[src/rtl/sram_banked_wb_ctrl.sv]
// sram_banked_wb_ctrl
// Wishbone classic slave that maps a contiguous byte window onto NUM_BANKS
// dual-port SRAM macros (port 0 write-only, port 1 read-only, both clocked
// by wb_clk_i). Writes complete with ack one cycle after acceptance, reads
// two cycles after acceptance, out-of-window or misaligned requests end in
// a one-cycle err.
//
// Ports
//   wb_clk_i, wb_rst_i        clock, async active-high reset
//   wbs_cyc_i/stb_i/we_i      Wishbone controls
//   wbs_sel_i, wbs_adr_i      byte selects, byte address
//   wbs_dat_i / wbs_dat_o     write data / registered read data
//   wbs_ack_o, wbs_err_o      registered terminations
//   sram_csb0_o .. din0_o     write port: per-bank select (low), mask, addr, data
//   sram_csb1_o, addr1_o      read port: per-bank select (low), addr
//   sram_dout1_i              read data, bank b at [32b+31:32b]
//
// state   | meaning
// IDLE    | waiting for cyc & stb; SRAM selects driven in the accept cycle
// RD_WAIT | SRAM read in flight; data captured at the end of this cycle
// ACK     | one-cycle ack pulse
// ERR     | one-cycle err pulse

module sram_banked_wb_ctrl #(
  parameter int unsigned NUM_BANKS  = 2,
  parameter int unsigned ADDR_WIDTH = 11,
  parameter logic [31:0] BASE_ADDR  = 32'h3000_0000
) (
  input  logic                      wb_clk_i,
  input  logic                      wb_rst_i,
  input  logic                      wbs_cyc_i,
  input  logic                      wbs_stb_i,
  input  logic                      wbs_we_i,
  input  logic [3:0]                wbs_sel_i,
  input  logic [31:0]               wbs_adr_i,
  input  logic [31:0]               wbs_dat_i,
  output logic                      wbs_ack_o,
  output logic                      wbs_err_o,
  output logic [31:0]               wbs_dat_o,
  output logic [NUM_BANKS-1:0]      sram_csb0_o,
  output logic [3:0]                sram_wmask0_o,
  output logic [ADDR_WIDTH-1:0]     sram_addr0_o,
  output logic [31:0]               sram_din0_o,
  output logic [NUM_BANKS-1:0]      sram_csb1_o,
  output logic [ADDR_WIDTH-1:0]     sram_addr1_o,
  input  logic [32*NUM_BANKS-1:0]   sram_dout1_i
);

  localparam int unsigned BW  = (NUM_BANKS > 1) ? $clog2(NUM_BANKS) : 0;
  localparam int unsigned BIW = (BW > 0) ? BW : 1;
  localparam logic [32:0] WIN_SIZE = 33'(NUM_BANKS) << (ADDR_WIDTH + 2);
  localparam logic [NUM_BANKS-1:0] BANK_ONE = 1;

  localparam logic [1:0] S_IDLE    = 2'd0;
  localparam logic [1:0] S_RD_WAIT = 2'd1;
  localparam logic [1:0] S_ACK     = 2'd2;
  localparam logic [1:0] S_ERR     = 2'd3;

  logic [1:0]            state_q, state_d;
  logic                  ack_q, ack_d;
  logic                  err_q, err_d;
  logic [31:0]           dat_q, dat_d;
  logic [BIW-1:0]        bank_q, bank_d;
  logic [3:0]            sel_q, sel_d;

  logic [31:0]           off;
  logic [ADDR_WIDTH-1:0] word;
  logic [BIW-1:0]        bank;
  logic                  in_range;
  logic                  req, wr_go, rd_go, err_go;
  logic [NUM_BANKS-1:0]  bank_dec;
  logic [31:0]           rd_word, lane_mask;

  assign off  = wbs_adr_i - BASE_ADDR;
  assign word = off[ADDR_WIDTH+1:2];

  generate
    if (BW > 0) begin : g_bank
      assign bank = off[ADDR_WIDTH+BW+1:ADDR_WIDTH+2];
    end else begin : g_nobank
      assign bank = '0;
    end
  endgenerate

  assign in_range = (wbs_adr_i >= BASE_ADDR) && ({1'b0, off} < WIN_SIZE) &&
                    (wbs_adr_i[1:0] == 2'b00);

  // Reset gates acceptance so the SRAM selects go inactive the moment
  // reset asserts, even while the master still holds cyc/stb.
  assign req    = (state_q == S_IDLE) && wbs_cyc_i && wbs_stb_i && !wb_rst_i;
  assign wr_go  = req && in_range && wbs_we_i;
  assign rd_go  = req && in_range && !wbs_we_i;
  assign err_go = req && !in_range;

  assign bank_dec = BANK_ONE << bank;

  assign sram_csb0_o   = wr_go ? ~bank_dec : '1;
  assign sram_csb1_o   = rd_go ? ~bank_dec : '1;
  assign sram_addr0_o  = word;
  assign sram_addr1_o  = word;
  assign sram_din0_o   = wbs_dat_i;
  assign sram_wmask0_o = wbs_sel_i;

  assign rd_word   = sram_dout1_i[{bank_q, 5'd0} +: 32];
  assign lane_mask = {{8{sel_q[3]}}, {8{sel_q[2]}}, {8{sel_q[1]}}, {8{sel_q[0]}}};

  always_comb begin
    state_d = state_q;
    dat_d   = dat_q;
    bank_d  = bank_q;
    sel_d   = sel_q;
    case (state_q)
      S_IDLE: begin
        if (wr_go) begin
          state_d = S_ACK;
        end else if (rd_go) begin
          state_d = S_RD_WAIT;
          bank_d  = bank;
          sel_d   = wbs_sel_i;
        end else if (err_go) begin
          state_d = S_ERR;
          dat_d   = '0;
        end
      end
      S_RD_WAIT: begin
        // Master abandoned the cycle: drop the read silently.
        if (!wbs_cyc_i) begin
          state_d = S_IDLE;
        end else begin
          state_d = S_ACK;
          dat_d   = rd_word & lane_mask;
        end
      end
      default: state_d = S_IDLE;
    endcase
  end

  assign ack_d = (state_d == S_ACK);
  assign err_d = (state_d == S_ERR);

  always_ff @(posedge wb_clk_i or posedge wb_rst_i) begin
    if (wb_rst_i) begin
      state_q <= S_IDLE;
      ack_q   <= 1'b0;
      err_q   <= 1'b0;
      dat_q   <= '0;
      bank_q  <= '0;
      sel_q   <= '0;
    end else begin
      state_q <= state_d;
      ack_q   <= ack_d;
      err_q   <= err_d;
      dat_q   <= dat_d;
      bank_q  <= bank_d;
      sel_q   <= sel_d;
    end
  end

  assign wbs_ack_o = ack_q;
  assign wbs_err_o = err_q;
  assign wbs_dat_o = dat_q;

endmodule

[config.mk]
export PLATFORM = sky130hd
export DESIGN_NAME = sram_banked_wb_ctrl
export DESIGN_NICKNAME = d
export VERILOG_FILES = /design/src/rtl/sram_banked_wb_ctrl.sv
export SDC_FILE = /design/constraint.sdc
export NUM_CORES = 1
export LEC_CHECK = 0
export BUFFER_PORTS_ARGS = -buffer_cell sky130_fd_sc_hd__buf_2
export CAP_MARGIN = 25
export CORE_MARGIN = 1.5
export CORE_UTILIZATION = 33
export DETAILED_ROUTE_END_ITERATION = 10
export GPL_TIMING_DRIVEN = 1
export MAX_ROUTING_LAYER = met4
export PLACE_DENSITY = 0.69
export SETUP_SLACK_MARGIN = 0.2
export SLEW_MARGIN = 30
export SYNTH_ARGS = -nofsm -noshare
export SYNTH_HDL_FRONTEND = slang
export SYNTH_SLANG_ARGS = --single-unit
[constraint.sdc]
create_clock -name wb_clk_i -period 2.22 [get_ports wb_clk_i]
set_input_delay 0.666 -clock wb_clk_i [delete_from_list [all_inputs] [get_ports wb_clk_i]]
set_output_delay 0.666 -clock wb_clk_i [all_outputs]
set_load 0.01 [all_outputs]
Word level (Yosys, flattened, before mapping). Cells that the tools add are included.

Add/sub/neg operators: 1. Order comparisons: 2. Equal/unequal tests: 7. Shift-type cells: 2. Muxes and demuxes: 12. Bitwise operators: 3. Reductions and logical operators: 17.

Operator list (number): 2-to-1 mux 32 bit (4); one-hot mux 32 bit (2 select lines) (1); indexed part select 64 x 7 -> 32 bit (1); bitwise AND 32 bit (1); >= comparator 32 x 30 -> 1 bit (second input constant) (1); less-than comparator 32 x 15 -> 1 bit (second input constant) (1); subtractor 32 x 30 -> 32 bit (second input constant) (1); 2-to-1 mux 2 bit (6); logical AND 1 bit (9); != test 2 bit (second input constant) (4); AND reduction 5 bit (1); == test 2 bit (second input constant) (2); zero test 2 bit (2); one-hot mux 2 bit (2 select lines) (1); zero test 1 bit (3); AND reduction 3 bit (1); == test 2 x 1 -> 1 bit (second input constant) (1); inverter 2 bit (1); nonzero test 2 bit (1); left shift 1 x 1 -> 2 bit (first input constant) (1); inverter 1 bit (1).

Flip-flop bits (word level): 41. Bits of input ports: 137. Logic and storage cells: 50.

Logic depth before layout (Yosys ltp).
Word-level depth: 11. Depth in mapped cells: 7. Mapped depth without buffers: 4.

Least setup slack after synthesis. Ideal clock, no wire load.

Kind: input to output. Start point: in wbs_adr_i[18]. End point: out sram_csb1_o[1]. Data arrival time: 1.647 ns. Required time: 1.554 ns. Setup slack: -0.093 ns. Stages: 3. Cells stage by stage: or4_4 nor4_1 nand2_1.

Word-level cells in the longest chain between the ends: 7. Elaborated cells on any way between the ends: 8. Those cells by class: add/sub (1); order compare (2); mux (1); reduce/logical (4).

RTL lines: start: declaration (RTL line 35) `input logic [31:0] wbs_adr_i,`; subtractor 32 x 30 -> 32 bit (RTL line 74) `assign off = wbs_adr_i - BASE_ADDR;`; less-than comparator 32 x 15 -> 1 bit (RTL line 85) `assign in_range = (wbs_adr_i >= BASE_ADDR) && ({1'b0, off} < WIN_SIZE) &&`; logical AND 1 bit * (2 in a row) (RTL line 85); logical AND 1 bit * (2 in a row) (RTL line 92) `assign rd_go = req && in_range && !wbs_we_i;`; 2-to-1 mux 2 bit * (RTL line 98) `assign sram_csb1_o = rd_go ? ~bank_dec : '1;`; end: declaration (RTL line 44) `output logic [NUM_BANKS-1:0] sram_csb1_o,`.

Every way passes the cells marked *; elsewhere a longest branch is shown, timed or not.

Worst setup path in the final report. Ends and elaborated chain as after synthesis.

==> reports/results.txt <==
class of the worst hold path: primary input to asynchronous set/reset pin
non-filler cells, final: 498
Final period util: 1.11
RSZ-0062 raised after global routing: yes
drt pass-1 iters: 4
Avg Inst Size Synth: 8.78 sq um
Die Width: 94.5 um
Final WS setup: -0.240 ns
pin slew with the least headroom to its limit: 0.511 ns
WP data arrival: 1.79 ns
clock slew at reported path FFs: 0.07 ns
DIE HEIGHT: 94.5 um
synth warn: 0
post-synthesis cell count: 315
root buf cell: clkbuf_8
Syn Std Cell Area: 2770 sq um
Netlist cell types: 25
gpl congestion: 0.758
LEAKAGE: 1.60 nW
Worst EP required: 1.55 ns
Reg-to-Reg Start: state_q[0]
total CTS buffers: 5
PD cells: 424 nW/um^2
initial core utilization: 0.338
DR DRC count: 0
Max IR drop VDD: 245 uV
flop-to-flop setup slack: 0.27 ns
number of inserted diodes: 0
critical path capture point type: primary output
grt total ovfl: 0
CP Max Fanout: 4
Relative slew margins: 0.659
DR WL/cell: 13.7 um
area grow syn2layout: 22.7%
HPWL after DPL: 5240 um
Final setup viols: 4
Critical path origin: wbs_adr_i[18]
#FFs+latches synth: 41
Seq/Total Area, Yosys: 0.371
count of filler cells inserted in the layout: 842
R2R depth: 5
Hold WS: 0.444 ns
gr usage total: 0.153
number of max-cap violations: 0
final net count: 530
DR vias/cell: 4.78
initial antenna violation count: 0
share of cells above drive strength 1: 0.435
clk_lat worst skew: 0.28 ns
status: finished, violations left
Final Hold Fails: 0
CTS tree: built
minimum clock period: 2.46 ns
DRT Wirelength: 6840 um
I/O pin count: 233
Fmax: 407 MHz
number of port buffers: 135
H-Tree Depth: 2
Setup crit start kind: primary input
most frequent cells in the layout: buf_2 (128), dfrtp_1 (40), nor2_1 (35), nand2_1 (33)
Iter 0 DRT Violations: 57
Slew Limit Fails: 0
failing checks: setup timing
Area after DPL: 3190 sq um
Mapped Nets: 452
reg-to-reg endpoint: sel_q[1]
clk buf depth: 2
placed cell count: 489
crit path kind: primary input to primary output
commonest non-fill, non-tap cell in the layout: buf_2
post-route ant nets: 0
first-pass GRT wire length: 10400 um
post-route cell area: 3390 sq um
Setup WS pre-CTS: -0.283 ns
Core ar.: 8180 sq um
Die ar.: 8940 sq um
Layout Skew: 0.00378 ns
Vias: 2378
CTS Sinks: 41
Post-CTS Hold Fix Bufs: 0
vias in the first global route: 2240
largest net degree at the start of global routing: 35
number of core rows: 33
[routing by layer]
layer / vias up / global-route usage / routed length [um]
met5: - / - / 0
met4: 0 / 0.0547 / 153
met3: 21 / 0.0419 / 553
met2: 121 / 0.261 / 3480
met1: 1096 / 0.171 / 2650
li1: 1140 / - / -
[cell usage after synthesis, drive strengths merged]
cell     n  share of area
nand4    3         0.0068
mux2     5          0.027
and2     1         0.0023
nor4bb   2         0.0072
a21oi    2         0.0036
nor4     7          0.016
nand2   34          0.046
clkbuf  10          0.014
a31o     1         0.0032
buf     65           0.17
nand2b   1         0.0023
dfrtp   41           0.37
and3b    1         0.0032
nand4b   1         0.0032
nor4b    1         0.0054
o21a     1         0.0027
or4      2         0.0081
nor2    36          0.049
nand3b   4          0.011
mux2i   32           0.12
inv     33          0.045
o31ai   32          0.087
[worst max-delay path by stage]
stage	to	slack (ns)	cells past startpoint
after floorplan	sram_csb1_o[0]	-0.04	3
after global placement	sram_csb1_o[0]	-0.24	5
after detailed placement	sram_csb1_o[1]	-0.28	5
after CTS	sram_csb1_o[1]	-0.25	6
after global routing	sram_csb0_o[0]	-0.28	6
final	sram_csb1_o[1]	-0.24	5
[worst max-delay path, cell delays in order]
cell and delay [ns]:
buf_6 0.09, or4_4 0.57, nor4_4 0.25, nand2_1 0.08
buf_2 0.14
[report_power, final]
part	switching [W]	internal [W]
registers	0.00000354	0.000751
logic	0.0000930	0.000107
clock network	0.000237	0.000247
[stage by stage]
step	utilization	total power, W	setup TNS [ns]
floorplan	-	0.000936	-0.247
global placement	0.390	0.000947	-1.34
detailed placement	0.390	0.000954	-1.58
CTS	0.413	0.00147	-0.828
global route	0.415	0.00151	-1.07
finish	0.415	0.00144	-0.869
[state kept, by name, summed over array words and instances, names as in the netlist]
signal / cells
wbs_err_o: 1
wbs_dat_o: 32
state_q: 2
wbs_ack_o: 1
sel_q: 4
bank_q: 1
[cell type report]
class                   count  area [sq um]  share of cell area
multi-input cells         166          1170               0.344
flip-flops and latches     41          1030               0.303
clock buffers               7          86.3              0.0254
well taps                 105           131              0.0387
inverters                  33           124              0.0365
repair buffers            146           856               0.252
[logic make-up after synthesis]
group / synth area share
flops: 0.371
buf+inv: 0.229
mux: 0.143
simple gates: 0.160
compound gates: 0.0964
[repair_timing]
item / CTS / global route
buffers inserted: 2 / 0
pin swaps: 10 / 6
endpoints found under the setup margin: 9 / 9
gates resized for setup: 13 / 4
Power figures use the tool's default switching activity.
